[config.mk]
export PLATFORM = sky130hd
export DESIGN_NAME = multicycle_ctrl_fsm
export DESIGN_NICKNAME = d
export VERILOG_FILES = /design/src/rtl/multicycle_ctrl_fsm_pkg.sv /design/src/rtl/multicycle_ctrl_fsm_wait.sv /design/src/rtl/multicycle_ctrl_fsm.sv
export SDC_FILE = /design/constraint.sdc
export NUM_CORES = 1
export LEC_CHECK = 0
export CAP_MARGIN = 30
export CORE_MARGIN = 4
export CORE_UTILIZATION = 43
export DETAILED_ROUTE_END_ITERATION = 7
export PLACE_DENSITY = 0.84
export SETUP_SLACK_MARGIN = 0.2
export SLEW_MARGIN = 40
export SYNTH_ARGS = -nofsm -noshare
export SYNTH_HDL_FRONTEND = slang
export SYNTH_SLANG_ARGS = --single-unit
[constraint.sdc]
create_clock -name clk -period 2.25 [get_ports clk]
set_clock_uncertainty 0.15 [all_clocks]
set_input_delay 0.225 -clock clk [delete_from_list [all_inputs] [get_ports clk]]
set_output_delay 0.225 -clock clk [all_outputs]
set_load 0.01 [all_outputs]
[src/rtl/multicycle_ctrl_fsm_pkg.sv]
// Shared definitions for the multicycle control FSM: state encoding, opcode
// and ALU-operation constants, and the per-state control decode.
package multicycle_ctrl_fsm_pkg;

  typedef enum logic [2:0] {
    ST_IDLE   = 3'd0,
    ST_FETCH  = 3'd1,
    ST_DECODE = 3'd2,
    ST_EXEC   = 3'd3,
    ST_MEM    = 3'd4,
    ST_WB     = 3'd5,
    ST_FAULT  = 3'd6
  } state_t;

  localparam logic [1:0] OP_ALU = 2'b00;
  localparam logic [1:0] OP_LD  = 2'b01;
  localparam logic [1:0] OP_BR  = 2'b10;
  localparam logic [1:0] OP_ST  = 2'b11;

  localparam logic [1:0] ALUOP_ADD   = 2'b00;
  localparam logic [1:0] ALUOP_SUB   = 2'b01;
  localparam logic [1:0] ALUOP_FUNCT = 2'b10;

  // Registered control word. The *_arm bits are the state part of enables
  // that are additionally qualified by mem_ready in the cycle they fire.
  typedef struct packed {
    logic       mem_req;
    logic       fetch_arm;
    logic       store_arm;
    logic       regw;
    logic       ressrc;
    logic       alusrc;
    logic       branch;
    logic [1:0] aluop;
    logic       busy;
    logic       fault;
  } ctrl_t;

  // Moore decode of a state and the opcode latched for it.
  function automatic ctrl_t ctrl_decode(input state_t st, input logic [1:0] opc);
    ctrl_t c;
    c = '0;
    case (st)
      ST_FETCH: begin
        c.mem_req   = 1'b1;
        c.fetch_arm = 1'b1;
        c.busy      = 1'b1;
      end
      ST_DECODE: c.busy = 1'b1;
      ST_EXEC: begin
        c.busy = 1'b1;
        case (opc)
          OP_ALU: c.aluop = ALUOP_FUNCT;
          OP_BR: begin
            c.aluop  = ALUOP_SUB;
            c.branch = 1'b1;
          end
          default: begin
            c.aluop  = ALUOP_ADD;
            c.alusrc = 1'b1;
          end
        endcase
      end
      ST_MEM: begin
        c.busy      = 1'b1;
        c.mem_req   = 1'b1;
        c.store_arm = (opc == OP_ST);
      end
      ST_WB: begin
        c.busy   = 1'b1;
        c.regw   = 1'b1;
        c.ressrc = (opc == OP_LD);
      end
      ST_FAULT: c.fault = 1'b1;
      default: c = '0;
    endcase
    return c;
  endfunction

endpackage

[src/rtl/multicycle_ctrl_fsm_wait.sv]
// mem_wait_timer: counts consecutive memory-wait cycles and flags the cycle
// in which the wait reaches TIMEOUT_CYCLES (0 disables the flag).
module mem_wait_timer
  import multicycle_ctrl_fsm_pkg::*;
#(
  parameter int TIMEOUT_CYCLES = 15
) (
  input  logic clk,
  input  logic rst,
  input  logic wait_cycle,
  output logic timeout
);

  localparam int CW = (TIMEOUT_CYCLES > 2) ? $clog2(TIMEOUT_CYCLES) : 1;
  // Flag fires during the last allowed wait cycle, so FAULT follows it.
  localparam logic [CW-1:0] LIMIT = CW'((TIMEOUT_CYCLES > 0) ? TIMEOUT_CYCLES - 1 : 0);

  logic [CW-1:0] cnt_q, cnt_d;

  // Count while waiting, saturate, clear as soon as the wait streak ends.
  always_comb begin
    cnt_d = cnt_q;
    if (!wait_cycle)
      cnt_d = '0;
    else if (cnt_q != {CW{1'b1}})
      cnt_d = cnt_q + 1'b1;
  end

  // Wait counter register.
  always_ff @(posedge clk) begin
    if (rst) cnt_q <= '0;
    else     cnt_q <= cnt_d;
  end

  assign timeout = (TIMEOUT_CYCLES != 0) && wait_cycle && (cnt_q == LIMIT);

endmodule

[src/rtl/multicycle_ctrl_fsm.sv]
// Multicycle processor control FSM (IDLE/FETCH/DECODE/EXEC/MEM/WB/FAULT).
// Optional feature macro MEM_WAIT_EN: honour mem_ready, track wait cycles and
// enter a sticky FAULT on timeout. Without it mem_ready is treated as 1.
module multicycle_ctrl_fsm
  import multicycle_ctrl_fsm_pkg::*;
#(
  parameter int TIMEOUT_CYCLES = 15,
  parameter int CNT_W          = 16
) (
  input  logic             clk,
  input  logic             rst,
  input  logic             run,
  input  logic [1:0]       op,
  input  logic             zero,
  input  logic             mem_ready,
  output logic             mem_req,
  output logic             memW,
  output logic             Regw,
  output logic             ResSrc,
  output logic             aluSrc,
  output logic             pcSrc,
  output logic             branch,
  output logic [1:0]       aluOP,
  output logic             pc_we,
  output logic             ir_we,
  output logic             busy,
  output logic             fault,
  output logic [CNT_W-1:0] instr_cnt
);

  state_t           state_q, state_d;
  logic [1:0]       op_q, op_d;
  ctrl_t            ctrl_q, ctrl_d;
  logic [CNT_W-1:0] instr_cnt_q, instr_cnt_d;
  logic             retire;
  logic             rdy;
  logic             timeout;
  logic             wen_ok;

`ifdef MEM_WAIT_EN
  logic wait_cycle;

  assign rdy        = mem_ready;
  assign wait_cycle = ((state_q == ST_FETCH) || (state_q == ST_MEM)) && !mem_ready;

  mem_wait_timer #(
    .TIMEOUT_CYCLES(TIMEOUT_CYCLES)
  ) u_wait_timer (
    .clk        (clk),
    .rst        (rst),
    .wait_cycle (wait_cycle),
    .timeout    (timeout)
  );
`else
  logic unused_nowait;

  assign rdy           = 1'b1;
  assign timeout       = 1'b0;
  assign unused_nowait = mem_ready ^ ctrl_q.fault;
`endif

  // Next state, opcode latch, retire and the control word for the next state.
  always_comb begin
    state_d = state_q;
    op_d    = op_q;
    retire  = 1'b0;
    unique case (state_q)
      ST_IDLE: if (run) state_d = ST_FETCH;
      ST_FETCH: begin
        if (timeout)  state_d = ST_FAULT;
        else if (rdy) state_d = ST_DECODE;
      end
      ST_DECODE: begin
        op_d    = op;
        state_d = ST_EXEC;
      end
      ST_EXEC: begin
        case (op_q)
          OP_ALU: state_d = ST_WB;
          OP_BR: begin
            retire  = 1'b1;
            state_d = run ? ST_FETCH : ST_IDLE;
          end
          default: state_d = ST_MEM;
        endcase
      end
      ST_MEM: begin
        if (timeout) begin
          state_d = ST_FAULT;
        end else if (rdy) begin
          if (op_q == OP_ST) begin
            retire  = 1'b1;
            state_d = run ? ST_FETCH : ST_IDLE;
          end else begin
            state_d = ST_WB;
          end
        end
      end
      ST_WB: begin
        retire  = 1'b1;
        state_d = run ? ST_FETCH : ST_IDLE;
      end
      ST_FAULT: state_d = ST_FAULT;
      default:  state_d = ST_IDLE;
    endcase
    ctrl_d      = ctrl_decode(state_d, op_d);
    instr_cnt_d = instr_cnt_q + CNT_W'(retire);
  end

  // FSM state, latched opcode, registered controls and retire counter.
  always_ff @(posedge clk) begin
    if (rst) begin
      state_q     <= ST_IDLE;
      op_q        <= OP_ALU;
      ctrl_q      <= '0;
      instr_cnt_q <= '0;
    end else begin
      state_q     <= state_d;
      op_q        <= op_d;
      ctrl_q      <= ctrl_d;
      instr_cnt_q <= instr_cnt_d;
    end
  end

  // A reset cycle abandons the instruction: no enable may fire alongside it.
  assign wen_ok = ~rst;

  assign mem_req   = ctrl_q.mem_req;
  assign ResSrc    = ctrl_q.ressrc;
  assign aluSrc    = ctrl_q.alusrc;
  assign branch    = ctrl_q.branch;
  assign aluOP     = ctrl_q.aluop;
  assign busy      = ctrl_q.busy;
  assign pcSrc     = ctrl_q.branch & zero;
  assign Regw      = ctrl_q.regw & wen_ok;
  assign memW      = ctrl_q.store_arm & rdy & wen_ok;
  assign ir_we     = ctrl_q.fetch_arm & rdy & wen_ok;
  assign pc_we     = ((ctrl_q.fetch_arm & rdy) | (ctrl_q.branch & zero)) & wen_ok;
  assign instr_cnt = instr_cnt_q;
`ifdef MEM_WAIT_EN
  assign fault     = ctrl_q.fault;
`else
  assign fault     = 1'b0;
`endif

endmodule
==> results of run 1 <==
-- cell usage in the layout (no fill, tap or decap), types with 3 or more instances in the layout --
master                            count
sky130_fd_sc_hd__clkdlybuf4s50_1     33
sky130_fd_sc_hd__dfxtp_1             27
sky130_fd_sc_hd__nor2_1              23
sky130_fd_sc_hd__nor3_1              11
sky130_fd_sc_hd__xnor2_1              9
sky130_fd_sc_hd__nand2_1              9
sky130_fd_sc_hd__nor2b_1              7
sky130_fd_sc_hd__buf_4                7
sky130_fd_sc_hd__inv_1                6
sky130_fd_sc_hd__a21oi_1              6
sky130_fd_sc_hd__nand4_1              5
sky130_fd_sc_hd__clkbuf_4             5
sky130_fd_sc_hd__nand3_1              4
sky130_fd_sc_hd__nor4_1               4
sky130_fd_sc_hd__xor2_1               4
sky130_fd_sc_hd__nor2b_4              3
sky130_fd_sc_hd__o21ai_0              3
sky130_fd_sc_hd__nand2b_1             3
sky130_fd_sc_hd__clkbuf_8             3
-- power groups by stage --
| stage | Sequential, mW | Clock (mW) | Combinational [mW] |
|---|---|---|---|
| finish | 0.573 | 0.389 | 0.243 |
| floorplan | 0.592 | 0 | 0.158 |
| detailed placement | 0.586 | 0 | 0.225 |
| global placement | 0.586 | 0 | 0.223 |
| global route | 0.575 | 0.423 | 0.269 |
| CTS | 0.571 | 0.398 | 0.237 |
-- final cells by class --
type / count / area, sq um
Inverter: 6 / 22.5
Tap cell: 44 / 55.1
Sequential cell: 30 / 609
Multi-Input combinational cell: 117 / 800
Clock buffer: 8 / 78.8
Fill cell: 287 / 1140
Timing Repair Buffer: 41 / 394
-- registers in the layout (all words and copies together), names as in the netlist --
name / count
busy: 1
branch: 1
mem_req: 1
aluOP: 1
aluSrc: 1
op_q: 2
ResSrc: 1
instr_cnt: 16
state_q: 3
ctrl_q: 3
-- final timing paths --
path | from | endpoint | slack, ns | depth (start not counted)
worst max-delay path | state_q[1]$_SDFF_PP0_ | instr_cnt[14]$_SDFF_PP0_ | 0.20 | 11
worst min-delay path | instr_cnt[15]$_SDFF_PP0_ | instr_cnt[15]$_SDFF_PP0_ | 0.38 | 2
worst max register to register | state_q[1]$_SDFF_PP0_ | instr_cnt[14]$_SDFF_PP0_ | 0.20 | 11
worst min register to register | instr_cnt[15]$_SDFF_PP0_ | instr_cnt[15]$_SDFF_PP0_ | 0.38 | 2
-- timing repair --
item | CTS | global route
hold endpoints to repair | 0 | 0
pin swaps | 3 | 2
endpoints found under the setup margin | 6 | 9
resized for setup | 3 | 5
buffers inserted | 2 | 1
-- synth_stat cells, drive strengths merged --
cell,count,share of area [%]
a21oi,7,2.5
and2,1,0.45
conb,1,0.27
o2bb2ai,1,0.62
a31o,1,0.62
nand4,5,2.2
nand3,4,1.4
o21ai,3,1.1
a21o,2,1.1
nor2b,10,4.4
nor4,5,2.2
or3,2,0.89
a21boi,1,0.53
a22o,1,0.62
nand2b,3,1.3
mux2i,2,1.4
dfxtp,30,43
o311ai,1,1.2
buf,7,3.1
nand2,9,2.4
o21a,1,0.53
a32oi,2,1.2
nor3b,2,2.2
ha,3,2.7
xnor2,9,5.6
nor3,12,4.3
xor2,4,2.5
inv,6,1.6
nor2,23,6.1
and4,1,0.62
a222oi,1,0.71
clkbuf,3,0.80
-- worst reg2reg max path, cell delays in order (launching register included) --
cell	delay (ns)
sky130_fd_sc_hd__dfxtp_4	0.37
sky130_fd_sc_hd__buf_6	0.12
sky130_fd_sc_hd__nor2b_4	0.11
sky130_fd_sc_hd__a21oi_2	0.04
sky130_fd_sc_hd__nor2_1	0.08
sky130_fd_sc_hd__a31o_2	0.14
sky130_fd_sc_hd__ha_4	0.15
sky130_fd_sc_hd__ha_4	0.14
sky130_fd_sc_hd__nand4_1	0.16
sky130_fd_sc_hd__nor4_2	0.29
sky130_fd_sc_hd__xnor2_1	0.15
sky130_fd_sc_hd__nor2_1	0.05
-- metal layers --
| layer | vias to the layer above | wire (microns) | global-route usage (%) |
|---|---|---|---|
| li1 | 631 | - | - |
| met2 | 27 | 1420 | 26.3 |
| met4 | 0 | 30 | 5.44 |
| met1 | 589 | 1390 | 17.9 |
| met5 | - | 0 | 0 |
| met3 | 2 | 144 | 4.10 |
-- kinds of logic (layout without fill, tap and decap cells) --
group	after synthesis	count (layout)	share of synthesized area, %
mux	2	2	1.42
flops	30	30	42.7
xor+xnor	13	13	8.10
buf+inv	16	55	5.52
compound gates	21	21	10.7
other cells	1	1	0.267
fa+ha+maj	3	3	2.67
simple gates	77	77	28.6
==> summary.txt, run 1 <==
Run status
  – Result of the run: finished, final reports clean

Timing
  – Max-slew violations: 0
  – Setup repair after global routing missed its margin: true
  – Fin. Hold Viols: 0
  – Sum Neg Setup Slack: 0 ns
  – Transition at the pin with the smallest max-transition slack: 0.642 ns
  – Max-slew headroom at the worst pin: 57.1%
  – Hold_ws: 0.378 ns
  – Total setup violations reported at the end of the flow: 0
  – Fin crit period: 2.05 ns
  – Fin worst setup slack: 0.203 ns
  – Achievable Freq: 0.489 GHz
  – Period Utilization, post-route: 91.0%

Pwr
  – Leakage: 0.708 nW
  – Overall power consumption: 1.21 mW
  – Total power divided by cell area: 615 nW/um^2
  – Proportion of power drawn by flip-flops and latches: 47.5%
  – Part of the power in the clock network: 32.3%
  – Internal power component: 0.887 mW
  – Combinational cell fraction of total power: 20.2%
  – Net switching power figure: 0.319 mW
  – VDD IR-drop max: 0.000320 V
  – Switching power as a share of total power: 26.5%

CTS
  – Maximum buffer depth of the clock tree: 2
  – Clock tree sinks: 30
  – Clock buffers created by TritonCTS: 5
  – Clock transition time at the flip-flop clock pins of the worst setup and hold paths: 0.09 ns
  – Cell chosen for the clock root: sky130_fd_sc_hd__clkbuf_4
  – H-tree depth reported by CTS: 2
  – TritonCTS clock tree: done
  – Clock latency of the later-clocked register in the worst-skew pair: 0.32 ns
  – Hold-fix buffers, CTS: 0

Logic synthesis
  – Sequential share of the synthesized area: 42.7%
  – Total number of yosys warnings: 0
  – Netlist area before placement: 1410 sq um
  – Number of instances in the synthesized netlist: 163
  – Number of nets produced by synthesis: 173
  – Syn Area/Cell: 8.63 sq um
  – Number of flip-flops and latches in the synthesized netlist: 30
  – Distinct cell type count after synthesis: 35

GRT
  – Overall global routing resource usage: 15.2%
  – Number of global-route vias before repair: 1186
  – First-pass GRT wire length: 5110 microns
  – Largest net degree at the start of global routing: 28
  – Overflow after GRT: 0
  – Initial antenna violation count: 0

Cells and area
  – Number of non-filler instances in the completed layout: 246
  – Layout Utilization: 63.1%
  – Count of antenna diodes in the layout: 0
  – Final nets: 211
  – Synthesis-to-layout area growth: 39.3%
  – Ratio of cells with drive above 1 in the final layout: 15.8%
  – Total non-filler cell area in the finished layout: 1960 sq um

Detailed routing
  – Routed length per placed instance: 12.1 microns
  – Remaining number of nets flagged by the antenna check after routing: 0
  – First-pass iteration count of the detailed router: 4
  – Residual DRC: 0
  – Total via count in the routed design: 1249
  – Drt total wl: 2990 microns
  – Violation count after the first detailed-route iteration: 51
  – Via count normalized by instance count: 5.08

Worst setup path
  – Critical path endpoint category: flop
  – Critical-path top delay cell: sky130_fd_sc_hd__dfxtp_4
  – Critical path's largest stage delay: 0.37 ns
  – Max FO, Critical Path: 4
  – Critical Path AT: 2.10 ns
  – Category of the most critical setup path: flop to flop
  – Sort of element at the start of the critical path: flop
  – Buffers & Inverters on Critical Path: 1
  – CP delay by family, top: simple AND/OR/NAND/NOR gates
  – Data required, critical path: 2.31 ns
  – Cells along the critical path: buf_6 -> nor2b_4 -> a21oi_2 -> nor2_1 -> a31o_2 -> ha_4 -> ha_4 -> nand4_1 -> nor4_2 -> xnor2_1 -> nor2_1

Floorplanning
  – Die area: 4250 sq um
  – I/O pins: 36
  – Initial core utilization: 45.3%
  – Height of the chip: 65.2 microns
  – Die width: 65.2 microns
  – Core area: 3100 sq um
  – Row count: 20

Placement
  – Detailed placement HPWL: 2110 microns
  – Cell area after placement: 1830 sq um
  – Gp weighted congestion: 0.837
  – Input/output buffers: 33
  – Placement Setup Slack: 0.0925 ns
  – Number of instances in the placed design: 235

Worst hold path
  – Worst hold path class: flop to flop

Flow run
  – Maximum capacitance violations: 0
(Power assumes the default switching activity.)
==> run 2, diff against run 1 <==
--- a/config.mk
+++ b/config.mk
@@ -6,10 +6,14 @@
 export NUM_CORES = 1
 export LEC_CHECK = 0
 export CAP_MARGIN = 30
+export CELL_PAD_IN_SITES_DETAIL_PLACEMENT = 0
+export CELL_PAD_IN_SITES_GLOBAL_PLACEMENT = 1
 export CORE_MARGIN = 4
-export CORE_UTILIZATION = 43
+export CORE_UTILIZATION = 32
 export DETAILED_ROUTE_END_ITERATION = 7
-export PLACE_DENSITY = 0.84
+export GPL_ROUTABILITY_DRIVEN = 0
+export PLACE_DENSITY = 0.85
+export RECOVER_POWER = 25
 export SETUP_SLACK_MARGIN = 0.2
 export SLEW_MARGIN = 40
 export SYNTH_ARGS = -nofsm -noshare
==> run 2 against run 1 <==
Effect of this change:
- worst hold slack worse by 0.0039 ns
- combinational power about the same
- sequential cell count unchanged
- clock power up 15%
- highest routed layer unchanged
- wire length up 5.9%
- worst setup slack worse by 0.025 ns
- critical path type unchanged
- final cell count up 3.7%
- largest power group unchanged
- final area up 1.5%
- non-clock buffer count up 3
- first-iteration DRC count up 63%
- total power up 4.7%
==> summary.txt, run 2 (synthesis results as in run 1) <==
GRT
  – First-pass GRT wire length: 5260 microns (+2.8%)
  – Largest net degree at the start of global routing: 28 (unchanged)
  – Number of global-route vias before repair: 1188 (+0.17%)
  – Initial antenna violation count: 0 (unchanged)
  – Overflow after GRT: 0 (unchanged)
  – Overall global routing resource usage: 12.4% (-2.8 points)

Detailed routing
  – Violation count after the first detailed-route iteration: 83 (+63%)
  – Via count normalized by instance count: 4.86 (-4.3%)
  – Total via count in the routed design: 1239 (-0.80%)
  – First-pass iteration count of the detailed router: 6 (+2)
  – Drt total wl: 3160 microns (+5.9%)
  – Routed length per placed instance: 12.4 microns (+2.2%)
  – Residual DRC: 0 (unchanged)
  – Remaining number of nets flagged by the antenna check after routing: 0 (unchanged)

Floorplanning
  – Row count: 23 (+15%)
  – Core area: 4120 sq um (+33%)
  – Die area: 5520 sq um (+30%)
  – Die width: 74.3 microns (+14%)
  – I/O pins: 36 (unchanged)
  – Height of the chip: 74.3 microns (+14%)
  – Initial core utilization: 34.2% (-11 points)

Placement
  – Number of instances in the placed design: 240 (+2.1%)
  – Placement Setup Slack: 0.0754 ns (-0.0171 ns)
  – Detailed placement HPWL: 2120 microns (+0.57%)
  – Input/output buffers: 33 (unchanged)

Timing
  – Setup repair after global routing missed its margin: true
  – Max-slew headroom at the worst pin: 61.8% (+4.7 points)
  – Max-slew violations: 0 (unchanged)
  – Period Utilization, post-route: 92.1% (+1.1 points)
  – Fin crit period: 2.07 ns (+0.0253 ns)
  – Fin. Hold Viols: 0 (unchanged)
  – Fin worst setup slack: 0.178 ns (-0.0253 ns)
  – Sum Neg Setup Slack: 0 ns (unchanged)
  – Total setup violations reported at the end of the flow: 0 (unchanged)
  – Transition at the pin with the smallest max-transition slack: 0.573 ns (-0.0697 ns)
  – Achievable Freq: 0.483 GHz (-1.2%)

Worst setup path
  – Sort of element at the start of the critical path: flop
  – Max FO, Critical Path: 4 (unchanged)
  – Data required, critical path: 2.25 ns (-0.06 ns)
  – Critical Path AT: 2.07 ns (-0.03 ns)
  – Cells along the critical path: nor2b_4 -> a21oi_2 -> nor2_1 -> a31o_2 -> ha_4 -> ha_4 -> nand4_1 -> nor4_2 -> xnor2_1 -> nor2_1
  – Critical path's largest stage delay: 0.37 ns (about the same)
  – Critical path endpoint category: flop
  – Category of the most critical setup path: flop to flop
  – Critical-path top delay cell: sky130_fd_sc_hd__dfxtp_4

CTS
  – H-tree depth reported by CTS: 2 (unchanged)
  – TritonCTS clock tree: done
  – Maximum buffer depth of the clock tree: 2 (unchanged)
  – Clock latency of the later-clocked register in the worst-skew pair: 0.28 ns (-0.04 ns)
  – Clock transition time at the flip-flop clock pins of the worst setup and hold paths: 0.06 ns (-0.03 ns)
  – Clock buffers created by TritonCTS: 5 (unchanged)
  – Hold-fix buffers, CTS: 0 (unchanged)
  – Clock tree sinks: 30 (unchanged)
  – Cell chosen for the clock root: sky130_fd_sc_hd__clkbuf_8

Pwr
  – Overall power consumption: 1.26 mW (+4.7%)
  – Total power divided by cell area: 635 nW/um^2 (+3.2%)
  – VDD IR-drop max: 0.000275 V (-14%)
  – Leakage: 0.745 nW (+5.2%)

Cells and area
  – Count of antenna diodes in the layout: 0 (unchanged)
  – Top library cells by usage in the layout, fill and taps aside: sky130_fd_sc_hd__dfxtp_1 (27), sky130_fd_sc_hd__nor2_1 (23), sky130_fd_sc_hd__clkdlybuf4s50_1 (21)
  – Ratio of cells with drive above 1 in the final layout: 16.1% (+0.26 points)
  – Final nets: 214 (+1.4%)
  – Number of non-filler instances in the completed layout: 255 (+3.7%)
  – Synthesis-to-layout area growth: 41.4%
  – Most common cell after layout, fill and taps aside: sky130_fd_sc_hd__dfxtp_1
  – Number of flip-flops in the largest register: 16 (unchanged)

Run status
  – Result of the run: finished, final reports clean

Flow run
  – Maximum capacitance violations: 0 (unchanged)

Worst hold path
  – Worst hold path class: flop to flop
[run 2: cell types whose count changed in the layout (fill, tap and decap cells not counted), sizes merged]
cell / delta
dlygate4sd3: +12
buf: +2
clkdlybuf4s50: -12
clkinv: +1
[run 2: where the power goes]
group | switching (mW) | leakage (nW) | internal (mW)
registers | 0.0186 | 0.245 | 0.557
logic | 0.126 | 0.452 | 0.115
clock network | 0.199 | 0.0482 | 0.246
total | 0.344 | 0.745 | 0.919
[run 2: timing repair]
| action | CTS | global route |
|---|---|---|
| endpoints found under the setup margin | 6 | 10 |
| pin swaps | 1 | 0 |
| resized for setup | 3 | 2 |
| setup buffers | 4 | 3 |
[run 2: layer usage]
layer  track usage, %  part of all wire [%]
met4             5.34                   1.8
met3             4.05                   5.5
met2             20.2                    46
met1             15.0                    46
met5                0                     0
[run 2: stage by stage]
stage                     util, %  area [sq um]  hold slack, ns
after global placement       44.4          1830           0.348
after CTS                    47.6          1960           0.378
after floorplan                 -          1470           0.199
after detailed placement     44.4          1830           0.363
final                        48.3          1990           0.374
after global routing         48.3          1990           0.422
[run 2: layout make-up]
| class | instances | area, sq um |
|---|---|---|
| fill | 404 | 2130 |
| multi-input combinational | 117 | 792 |
| sequential | 30 | 609 |
| timing repair buffer | 44 | 410 |
| clock buffer | 7 | 86.3 |
| tap | 50 | 62.6 |
| inverter | 6 | 22.5 |
| clock inverter | 1 | 5.00 |
[run 2: worst paths after layout]
check / from / end / slack, ns / cells after the start
worst max-delay path: state_q[1]$_SDFF_PP0_ / instr_cnt[14]$_SDFF_PP0_ / 0.18 / 10
worst min-delay path: instr_cnt[15]$_SDFF_PP0_ / instr_cnt[15]$_SDFF_PP0_ / 0.37 / 2
worst max register to register: state_q[1]$_SDFF_PP0_ / instr_cnt[14]$_SDFF_PP0_ / 0.18 / 10
worst min register to register: instr_cnt[15]$_SDFF_PP0_ / instr_cnt[15]$_SDFF_PP0_ / 0.37 / 2
[run 2: critical path, delay by kind of cell (launching register included)]
family                     cells  cell delay, ns
AOI/OAI and AO/OA              2            0.21
adders and majority gates      2            0.27
and+or+nand+nor                5            0.78
xor gates and xnor gates       1            0.15
DFF                            1            0.37
